===== src/rtl/async2fifo_pkg.sv =====
// rtl/async2fifo_pkg.sv - shared sizing constants for the show-ahead fifo
package async2fifo_pkg;

    localparam int WID_DEFAULT   = 32;
    localparam int DEPTH_DEFAULT = 16;
    localparam int ADDR_W        = $clog2(DEPTH_DEFAULT);

    // Index width for a power-of-two depth; never narrower than one bit.
    function automatic int addr_width(input int depth);
        return (depth < 2) ? 1 : $clog2(depth);
    endfunction

endpackage


===== src/rtl/async2fifo_mem.sv =====
// rtl/async2fifo_mem.sv - fifo_mem storage array, sync write / async read
module fifo_mem
    import async2fifo_pkg::*;
#(
    parameter int WID   = WID_DEFAULT,
    parameter int DEPTH = DEPTH_DEFAULT,
    parameter int AW    = ADDR_W
) (
    input  logic           clk,
    input  logic           we,
    input  logic [AW-1:0]  waddr,
    input  logic [WID-1:0] wdata,
    input  logic [AW-1:0]  raddr,
    output logic [WID-1:0] rdata
);

    logic [WID-1:0] mem [DEPTH];

    // Contents are never reset; validity is tracked by the pointers alone.
    always_ff @(posedge clk) begin
        if (we) begin
            mem[waddr] <= wdata;
        end
    end

    assign rdata = mem[raddr];

endmodule


===== src/rtl/async2fifo.sv =====
// rtl/async2fifo.sv - single-clock first-word-fall-through fifo with extra-MSB pointers
module async2fifo
    import async2fifo_pkg::*;
#(
    parameter int WID   = WID_DEFAULT,
    parameter int DEPTH = DEPTH_DEFAULT
) (
    input  logic           clk,
    input  logic           rst,
    input  logic [WID-1:0] wdata,
    input  logic           writex,
    output logic           wfull,
    input  logic           readx,
    output logic [WID-1:0] rdata,
    output logic           rempty
);

    localparam int AW = addr_width(DEPTH);
    localparam logic [AW:0] PTR_ONE = {{AW{1'b0}}, 1'b1};

    logic [AW:0]    wptr;
    logic [AW:0]    rptr;
    logic           wr_acc;
    logic           rd_acc;
    logic [WID-1:0] mem_rdata;

    // The pointer MSB is a lap bit: equal low bits with differing laps means full.
    assign rempty = (wptr == rptr);
    assign wfull  = (wptr[AW-1:0] == rptr[AW-1:0]) && (wptr[AW] != rptr[AW]);

    assign wr_acc = writex && !wfull;
    assign rd_acc = readx && !rempty;

    always_ff @(posedge clk or posedge rst) begin
        if (rst) begin
            wptr <= '0;
            rptr <= '0;
        end else begin
            if (wr_acc) begin
                wptr <= wptr + PTR_ONE;
            end
            if (rd_acc) begin
                rptr <= rptr + PTR_ONE;
            end
        end
    end

    fifo_mem #(
        .WID   (WID),
        .DEPTH (DEPTH),
        .AW    (AW)
    ) u_mem (
        .clk   (clk),
        .we    (wr_acc),
        .waddr (wptr[AW-1:0]),
        .wdata (wdata),
        .raddr (rptr[AW-1:0]),
        .rdata (mem_rdata)
    );

    assign rdata = rempty ? '0 : mem_rdata;

endmodule


===== config.mk =====
export PLATFORM = sky130hd
export DESIGN_NAME = async2fifo
export DESIGN_NICKNAME = d
export VERILOG_FILES = /design/src/rtl/async2fifo_pkg.sv /design/src/rtl/async2fifo_mem.sv /design/src/rtl/async2fifo.sv
export SDC_FILE = /design/constraint.sdc
export NUM_CORES = 1
export LEC_CHECK = 0
export BUFFER_PORTS_ARGS = -buffer_cell sky130_fd_sc_hd__buf_2
export CAP_MARGIN = 40
export CORE_ASPECT_RATIO = 0.6
export CORE_UTILIZATION = 45
export DETAILED_ROUTE_END_ITERATION = 16
export GPL_TIMING_DRIVEN = 0
export PLACE_DENSITY = 0.64
export SLEW_MARGIN = 20
export SYNTH_ARGS = -nofsm -noshare
export SYNTH_HDL_FRONTEND = slang
export SYNTH_SLANG_ARGS = --single-unit

===== constraint.sdc =====
create_clock -name clk -period 4.1 [get_ports clk]
set_input_delay 1.025 -clock clk [delete_from_list [all_inputs] [get_ports clk]]
set_output_delay 1.025 -clock clk [all_outputs]
set_load 0.01 [all_outputs]

# [Word level (Yosys, flattened, before mapping)]
# Memories as Yosys holds them, arrays and structs flattened.
# Cells that the tools add are included.
[totals] output_inout_bits=34 n_memories=1 wordCells=16 ramBits=512 inputBits=36 regBits=10
[classes] n_addsub=2 eq_ne=3 muxes=3 reduce_logical=5
[memory_table] memory="u_mem.mem" depth=16 word_bits=32 read_ports=1 rd_ports_with_merged_regs=0 write_ports=1 line="async2fifo_mem.sv:17" rtl="logic [WID-1:0] mem [DEPTH];"
[ops] operator="$mux 32" n=1
[ops] operator="$add 5x1->5 const B" n=2
[ops] operator="$eq 5x5->1" n=1
[ops] operator="$eq 4x4->1" n=1
[ops] operator="$logic_and 1x1->1" n=3
[ops] operator="$logic_not 1->1" n=2
[ops] operator="$mux 1" n=2
[ops] operator="$ne 1x1->1" n=1

# [Logic depth before layout (Yosys ltp)]
[logic_depth] ltp_word=6 depth_mapped=6 ltp_nobuf=4

# [Hierarchy]
# A second synthesis with hierarchy kept.
[hier_totals] cells_unflattened=887 hier_area_um2=20034.2
[modules_own_cells] mod="fifo_mem" seq_area_each_um2=15374.7 area_per_inst_um2=19213.4 cells_each=806 n_inst=1
[modules_own_cells] mod="async2fifo" seq_area_each_um2=250.2 area_per_inst_um2=820.8 cells_each=81 n_inst=1

# [Least setup slack after synthesis]
# Ideal clock, no wire load.
[synth_path] path_kind="input to register" start="input writex" end="memory u_mem.mem[3][0] in the netlist's numbering, enable pin" arrival_time_ns=3.355 path_buffers=0 slack_ns=0.284 setup_time_ns=0.461 required_time_ns=3.639 cell_stages=2 cell_sequence="o211ai_2 > nor3_1"
[synth_between] elab_chain_len=3
[synth_rtl] item="start: declaration" line="async2fifo.sv:11" rtl="input logic writex,"
[synth_rtl] item="$logic_and 1x1->1" line="async2fifo.sv:31" rtl="assign wr_acc = writex && !wfull;"
[synth_rtl] item="$mux 1" line="async2fifo_mem.sv:21" rtl="if (we) begin"
[synth_rtl] item="$mux 1 (implied by the code)" line="async2fifo_mem.sv:22" rtl="mem[waddr] <= wdata;"
[synth_rtl] item="end: declaration" line="async2fifo_mem.sv:17"
# Every way passes these cells.

# [Worst setup path after layout]
[layout_path] start="register rptr[2]" end="output rdata[30]"
[layout_between] elab_chain_len=2 elab_cells_between_ends=3 cone_classes="1 x eq/ne; 1 x mux; 1 x memory"
[layout_rtl] item="start: declaration" line="async2fifo.sv:22" rtl="logic [AW:0] rptr;"
[layout_rtl] item="start signal: assignment" line="async2fifo.sv:43" rtl="rptr <= rptr + PTR_ONE;"
[layout_rtl] item="$mem_v2 16x32 or $eq 5x5->1 (tied branches)"
[layout_rtl] item="$mux 32 (*)" line="async2fifo.sv:61" rtl="assign rdata = rempty ? '0 : mem_rdata;"
[layout_rtl] item="end: declaration" line="async2fifo.sv:14" rtl="output logic [WID-1:0] rdata,"
# Every way passes the cells marked *; elsewhere a longest branch is shown, timed or not.

==> metrics.yaml <==
clocking:
  post_cts_buffers: 0
  htree_levels: 2
  clkLatencyLatePin_ns: 0.56
  cts_num_sinks: 522
  cts.path.max_buffers: 3
  clkTransAtPathRegs_ns: 0.07
  holdBufCountCts: 0
  cts_made_buffers: 48
  cts_resized: 3
  cts-root-buf: "clkbuf_16"
  cts_tree: "built"
critical_path:
  r2r_cells: 7
  cp.arrival_ns: 2.87
  path_max_fanout: 10
  required_ns: 3.07
  startpoint: "rptr[2]"
  rr_startpoint: "wptr[3]"
  critPathLaunchType: "flip-flop"
  critPathCaptureType: "output port"
  crit_type: "reg -> out"
pwr:
  ir_worst_vdd_mv: 0.456
  leakage_nw: 7.56
  total_power_mw: 16.1
  power.density_mw_per_mm2: 695
cells_and_area:
  area_growth_pct: 15.0
  fin_util: 0.530
  n_fill_cell: 3377
  diodes: 0
  final_common_cell: "edfxtp_1"
  fin_nets: 1041
  final_cell_mix: "edfxtp_1, buf_2, mux4_2, a22oi_1, clkbuf_16"
  multi_input_comb_area_mm2: 0.00418
  final_cell_count_no_fill: 1615
  finalInstanceArea_mm2: 0.0232
  register_area_mm2: 0.0156
  layout-drive-gt1-share: 0.288
logic_synthesis:
  syn_avg_cell_area_um2: 23.5
  synth_cells: 858
  syn-num-nets: 899
  async_flop_share: 0.0192
  ys_seq_area_frac: 0.775
  yosys_warnings: 0
  ys.flop_type: "edfxtp_1"
  synth_area_leaders: "edfxtp_1, mux4_2, mux4_1"
  synth_top_area_frac: 0.762
  synth_edf_count: 512
  yosys.area.top_type: "edfxtp_1"
  netlist_area_mm2: 0.0202
  ys_ff_latch: 522
  ys_types: 32
worst_hold_path:
  worstHoldPathType: "in -> async"
placed_design:
  placed_area_mm2: 0.0217
  post-place-ws_ns: 0.427
  hpwl_mm: 28.2
  gp_congestion: 0.711
  numPlacedInstances: 1527
  portBuffers: 69
job:
  cap_violations: 0
detailed_routing:
  wl_per_cell_um: 28.2
  route.detailed.drc: 0
  detail-route-antenna-nets: 0
  initialDrtViolationCount: 1109
  viasPerCell: 5.91
  drt_wl_total_mm: 45.6
  dr.pass1.iters: 7
  vias: 9552
floorplanning:
  die-area_mm2: 0.0457
  die_h_um: 166
  io_pins: 70
  core_mm2: 0.0438
  initial_core_util: 0.461
  rows: 59
  die_x_um: 275
grt:
  grt_first_pass_wirelength_mm: 67.1
  grt_util_all_layers: 0.205
  grt_pass1_vias: 9787
  gr-total-overflow: 0
  antenna_found_initial: 0
  grt_max_degree: 33
sta:
  hold_viol: 0
  max-slew-margin-rel: 0.438
  setup_viol: 0
  period_minus_slack_ns: 3.89
  tightest_slew_ns: 0.844
  max_freq_mhz: 257
  period_share: 0.949
  finClkSkew_ns: 0.0112
  rsz0062_at_grt: "false"
  setup_ws_ns: 0.208
  drv_slew: 0
outcome:
  outcome: "completed"
## state kept, by name, summed over array words and instances, names as in the netlist
register and count:
u_mem.mem 512, wptr 5, rptr 5
## path summary, 6_finish.rpt
check	to	slack [ns]
max	rdata[30]	0.21
min	rptr[2]	0.45
max in group asynchronous	rptr[0]	3.36
min in group clk	rptr[4]	0.54
max reg2reg	u_mem.mem[12][22]	1.39
min reg2reg	rptr[4]	0.54
## Yosys cell counts, types with 2 or more instances
cell type and number:
xnor2_1 13, a21oi_1 32, clkbuf_1 21, o211ai_1 2, mux2_1 2, nor2b_1 6
edfxtp_1 512, a22oi_1 64, mux4_2 83, inv_1 4, o2111ai_1 2, ha_1 5
and3_1 13, buf_12 10, buf_2 17, nor2_1 3, dfrtp_1 10, mux4_1 45
## critical path, stage by stage (launching register included)
cell,delay (ns)
dfrtp_1,0.49
nor2b_1,0.16
clkbuf_1,0.35
clkbuf_1,0.60
a22oi_1,0.15
a21oi_1,0.36
buf_2,0.20
## routing by layer
| metal | vias to the layer above | global-route usage | part of all wire |
|---|---|---|---|
| li1 | 4009 | - | - |
| met1 | 5065 | 0.327 | 0.46 |
| met2 | 420 | 0.298 | 0.45 |
| met3 | 58 | 0.0360 | 0.078 |
| met4 | 0 | 0.0372 | 0.014 |
| met5 | - | 0 | 0 |
## power by group
group	switching, mW	internal (mW)	total [mW]
logic	2.97	2.29	5.27
clock network	1.92	2.34	4.26
registers	0.149	6.44	6.59
## metrics by stage
| step | hold WS (ns) | setup TNS (ns) |
|---|---|---|
| final | 0.453 | 0 |
| after global routing | 0.472 | 0 |
| after CTS | 0.455 | 0 |
| after detailed placement | 0.528 | 0 |
| after global placement | 0.523 | -135.95 |
| after floorplan | 0.502 | 0 |
## logic make-up (layout without fill, tap and decap cells)
logic type / count (synthesis) / in the layout / share of synthesized area
AOI/OAI and AO/OA: 104 / 104 / 0.0349
xor gates and xnor gates: 14 / 14 / 0.00608
adders and majority gates: 5 / 5 / 0.00310
buffers and inverters: 55 / 233 / 0.0203
DFF: 522 / 522 / 0.775
muxes: 130 / 130 / 0.152
and+or+nand+nor: 28 / 28 / 0.00868
## final cells by class
type	instances	area share
clock buffers	53	0.0544
multi-input cells	281	0.180
plain buffers	51	0.0174
flip-flops and latches	522	0.674
inverters	4	0.000647
well taps	579	0.0312
repair buffers	92	0.0332
clock inverters	33	0.00922
Note: power is estimated with default switching activity, not from simulation.
